<file path="src/rtl/seg_scan_driver.sv">
// Time-multiplexed scan driver for an N-digit common-segment 7-segment display.
// Latency: outputs are registered, one cycle behind (scan_idx, cnt).
// No backpressure: free-running slot timer gated by en; a frame snapshot isolates input changes.
module seg_scan_driver #(
  parameter int N_DIGITS = 8,
  parameter int SLOT_CYC = 50000,
  parameter int DEAD_CYC = 2,
  localparam int IW = (N_DIGITS > 1) ? $clog2(N_DIGITS) : 1,
  localparam int CW = $clog2(SLOT_CYC)
) (
  input  logic                  clk,
  input  logic                  rst_n,
  input  logic                  en,
  input  logic [4*N_DIGITS-1:0] digits,
  input  logic [N_DIGITS-1:0]   dp_mask,
  input  logic                  blank_lz,
  output logic [3:0]            bcd_out,
  output logic                  dp_out,
  output logic [N_DIGITS-1:0]   dig_sel_n,
  output logic [IW-1:0]         scan_idx
);

  localparam logic [0:0]    ST_IDLE  = 1'b0;
  localparam logic [0:0]    ST_SCAN  = 1'b1;
  localparam logic [CW-1:0] CNT_LAST = CW'(SLOT_CYC - 1);
  localparam logic [CW-1:0] CNT_DEAD = CW'(DEAD_CYC);
  localparam logic [IW-1:0] IDX_LAST = IW'(N_DIGITS - 1);

  logic [0:0]            state_q, state_d;
  logic [CW-1:0]         cnt_q, cnt_d;
  logic [IW-1:0]         idx_q, idx_d;
  logic [4*N_DIGITS-1:0] dig_q;
  logic [N_DIGITS-1:0]   dp_q;
  logic                  blz_q;
  logic                  frame_start;

  logic [N_DIGITS-1:0]   sel_q, sel_d;
  logic [3:0]            bcd_q, bcd_d;
  logic                  dpo_q, dpo_d;

  logic [N_DIGITS-1:0]   lz_blank;
  logic                  allz;
  logic [3:0]            cur_nib;
  logic                  cur_dp;
  logic                  cur_blank;

  // Slot timer / digit index sequencing and frame-start detection
  always_comb begin
    state_d     = state_q;
    cnt_d       = cnt_q;
    idx_d       = idx_q;
    frame_start = 1'b0;
    if (state_q == ST_IDLE) begin
      cnt_d = '0;
      idx_d = '0;
      if (en) begin
        state_d     = ST_SCAN;
        frame_start = 1'b1;
      end
    end else if (!en) begin
      state_d = ST_IDLE;
      cnt_d   = '0;
      idx_d   = '0;
    end else if (cnt_q == CNT_LAST) begin
      cnt_d = '0;
      if (idx_q == IDX_LAST) begin
        idx_d       = '0;
        frame_start = 1'b1;
      end else begin
        idx_d = idx_q + IW'(1);
      end
    end else begin
      cnt_d = cnt_q + CW'(1);
    end
  end

  // Leading-zero blanking: a digit blanks when it and every more significant digit are zero
  always_comb begin
    lz_blank = '0;
    allz     = 1'b1;
    for (int i = N_DIGITS - 1; i >= 0; i--) begin
      allz = allz & (dig_q[4*i +: 4] == 4'h0);
      if (i != 0) lz_blank[i] = blz_q & allz;
    end
  end

  // Select the active digit's snapshot fields and build the next registered outputs
  always_comb begin
    cur_nib   = 4'h0;
    cur_dp    = 1'b0;
    cur_blank = 1'b0;
    sel_d     = '1;
    bcd_d     = 4'hF;
    dpo_d     = 1'b0;
    for (int i = 0; i < N_DIGITS; i++) begin
      if (idx_q == IW'(i)) begin
        cur_nib   = dig_q[4*i +: 4];
        cur_dp    = dp_q[i];
        cur_blank = lz_blank[i];
      end
    end
    // Going dark on the same edge en is seen low keeps dig_sel_n clean across en drops
    if (state_q == ST_SCAN && en && cnt_q >= CNT_DEAD) begin
      for (int i = 0; i < N_DIGITS; i++) begin
        if (idx_q == IW'(i)) sel_d[i] = 1'b0;
      end
      bcd_d = cur_blank ? 4'hF : cur_nib;
      dpo_d = cur_dp;
    end
  end

  // State, snapshot and output registers with synchronous reset
  always_ff @(posedge clk) begin
    if (!rst_n) begin
      state_q <= ST_IDLE;
      cnt_q   <= '0;
      idx_q   <= '0;
      dig_q   <= '0;
      dp_q    <= '0;
      blz_q   <= 1'b0;
      sel_q   <= '1;
      bcd_q   <= 4'hF;
      dpo_q   <= 1'b0;
    end else begin
      state_q <= state_d;
      cnt_q   <= cnt_d;
      idx_q   <= idx_d;
      if (frame_start) begin
        dig_q <= digits;
        dp_q  <= dp_mask;
        blz_q <= blank_lz;
      end
      sel_q   <= sel_d;
      bcd_q   <= bcd_d;
      dpo_q   <= dpo_d;
    end
  end

  assign bcd_out   = bcd_q;
  assign dp_out    = dpo_q;
  assign dig_sel_n = sel_q;
  assign scan_idx  = idx_q;

endmodule
</file>
<file path="config.mk">
export PLATFORM = sky130hd
export DESIGN_NAME = seg_scan_driver
export DESIGN_NICKNAME = d
export VERILOG_FILES = /design/src/rtl/seg_scan_driver.sv
export SDC_FILE = /design/constraint.sdc
export NUM_CORES = 1
export LEC_CHECK = 0
export ABC_AREA = 1
export CORE_MARGIN = 3
export CORE_UTILIZATION = 50
export CTS_CLUSTER_DIAMETER = 100
export CTS_CLUSTER_SIZE = 28
export DETAILED_ROUTE_END_ITERATION = 12
export GPL_TIMING_DRIVEN = 0
export PLACE_DENSITY = 0.86
export SETUP_SLACK_MARGIN = 0.3
export SLEW_MARGIN = 20
export SYNTH_ARGS = -nofsm -noshare
export SYNTH_HDL_FRONTEND = slang
export SYNTH_SLANG_ARGS = --single-unit
</file>
<file path="constraint.sdc">
create_clock -name clk -period 3.7 [get_ports clk]
set_input_delay 0.555 -clock clk [delete_from_list [all_inputs] [get_ports clk]]
set_output_delay 0.555 -clock clk [all_outputs]
set_load 0.01 [all_outputs]
</file>
==> results.toml <==
[die]
die_h_um = 87.4
core_sq_um = 6390
num_io_pins = 60
rows = 29
die_x_um = 87.4
die_area_sq_um = 7640
start_util_pct = 51.9

[sta]
fin_crit_sh_pct = 59.6
finalSetupViolations = 0
fmax_ghz = 0.453
hold_viol = 0
period_minus_slack_ps = 2210
finalSetupTns_ps = 0
fin_worst_skew_ps = 7.89
relSlewSlack_pct = 59.1
max_slew.worst_pin.slew_ps = 613
rsz0062_at_grt = "false"
drv_slew = 0

[synthesis]
syn-cell-area_sq_um = 3310
yosysSeqAreaShare_pct = 44.7
yosys_warnings = 0
ys_ff_latch = 74
syn_avg_cell_area_sq_um = 7.20
async_reset_ff_share_pct = 0
synthFlopType = "dfxtp_1"
synthCells = 460
synth_cell_types = 35
synth_fp_nets = 512
synth_edf_count = 0

[global_routing]
grt_use_total_pct = 22.2
first_global_vias = 3085
overflow = 0
grt_first_pass_wirelength_mm = 13.3
antenna_found_initial = 0
grt_max_degree = 13

[final_layout]
seq_area_sq_um = 1480
syn2layout_area_growth_pct = 26.4
drive_gt1_share_pct = 6.92
antenna-diode-count = 0
fillCellCount = 539
multi_input_area_sq_um = 1560
final_nets = 582
final_common_cell = "nor2_1"
final_cell_mix = "nor2_1 (110), nand2_1 (80), dfxtp_1 (74)"
final_core_util_pct = 65.6

[power_and_ir_drop]
internal_power_mw = 1.23
sw_frac_of_total_pct = 24.6
totalPowerFinal_mw = 1.63
power_frac_clock_pct = 37.3
p_switching_uw = 401
power-per-cell-area_nw_per_um2 = 389
leakagePower_nw = 1.77
vdd_drop_max_uv = 315
p_comb_share_pct = 10.1
p_seq_share_pct = 52.5

[clocking]
cts_resized = 0
clock-root-buffer = "clkbuf_8"
post_cts_buffers = 0
cts_htree_levels = 3
path_clk_slew_ps = 80
cts_buffer_depth = 2
postCtsHoldBufs = 0
clock_insertion_delay_worst_skew_ps = 350
cts_buffers = 9
clock_sinks = 74
cts_tree = "done"

[setup_path]
critPathArrivalTime_ps = 2440
crit_path_end_kind = "flop"
critPathMaxFanout = 10
critPathKind = "input pin to flop"
cp-start-kind = "input pin"
worstPathRequired_ps = 3940

[place]
hpwl_mm = 5.92
gp_congestion = 0.871
io_buffer_count = 59

[detailed_routing]
drt_iter0_drc = 165
num_vias = 3212
vias_per_cell = 5.25
drt_wl_total_mm = 8.09
antenna_left = 0
drc = 0
dr.pass1.iters = 5
post_drt_wl_per_cell_um = 13.2

[job]
maxCapViolations = 0

[outcome]
status = "complete, no violations"

[worst_hold_path]
hold_path.class = "flop to flop"
-- power by group through the flow --
| stage | Combinational [mW] | Sequential (mW) | Clock, mW |
|---|---|---|---|
| floorplan | 0.0948 | 0.865 | 0 |
| global placement | 0.159 | 0.871 | 0 |
| detailed placement | 0.164 | 0.872 | 0 |
| CTS | 0.165 | 0.854 | 0.617 |
| global route | 0.185 | 0.859 | 0.646 |
| finish | 0.165 | 0.855 | 0.608 |
-- critical path, cell delays in order --
cell	delay [ps]
clkdlybuf4s50_1	650
nand2_1	90
inv_1	80
nand2_1	150
a41oi_2	550
o21a_1	270
nand3_1	100
-- synthesized netlist by cell type, drive strengths merged (4+ instances only) --
| cell type | instances | area share, % |
|---|---|---|
| a21oi | 13 | 2.0 |
| buf | 10 | 3.0 |
| clkbuf | 4 | 0.45 |
| dfxtp | 74 | 45 |
| ha | 8 | 3.0 |
| inv | 38 | 4.3 |
| nand2 | 83 | 9.6 |
| nand3 | 28 | 4.2 |
| nor2 | 112 | 13 |
| nor3 | 7 | 1.1 |
| nor4 | 7 | 1.3 |
| o21ai | 47 | 7.2 |
| or2 | 6 | 1.1 |
-- path summary, 6_finish.rpt --
kind,start,to,slack [ps],cells after the start
setup / recovery,rst_n,bcd_out[0],1490,7
setup reg to reg,scan_idx[1],dig_q[3],1540,9
hold / removal,cnt_q[0],cnt_q[0],460,1
hold reg to reg,cnt_q[0],cnt_q[0],460,1
-- final cells by class --
cell class,instances,area share (%)
well taps,77,2.30
clock inverters,5,1.32
plain buffers,14,2.75
clock buffers,11,3.14
multi-input cells,331,37.3
inverters,41,3.71
flip-flops and latches,74,35.4
repair buffers,59,14.1
-- cell families (layout without fill, tap and decap cells) --
logic type	Yosys count	count (layout)	synth area share [%]
and+or+nand+nor	248	248	31.2
DFF	74	74	44.7
AOI/OAI and AO/OA	72	72	12.1
buffers and inverters	55	130	8.16
adders and majority gates	8	8	3.02
xor gates and xnor gates	3	3	0.793
-- state kept, by name (all words and copies together) (netlist names) --
name	count
bcd_out	4
dig_sel_n	8
cnt_q	16
dp_q	8
dig_q	32
state_q	1
scan_idx	3
dp_out	1
blz_q	1
-- layer usage --
layer / wire, um / global-route usage, % / up-vias
met5: 0 / 0 / -
met4: 162 / 12.1 / 0
met3: 424 / 3.12 / 21
met2: 3960 / 38.3 / 101
met1: 3540 / 26.5 / 1470
li1: - / - / 1620
-- per-stage QoR --
step	instance area [sq um]	instances	hold slack (ps)	setup slack, ps
after CTS	4190	612	471	1530
after detailed placement	4000	596	453	1160
after global routing	4190	612	488	1330
after global placement	4000	596	436	1200
after floorplan	3310	460	425	1910
final	4190	612	463	1490
No activity file was read; power rests on OpenSTA's default activity.
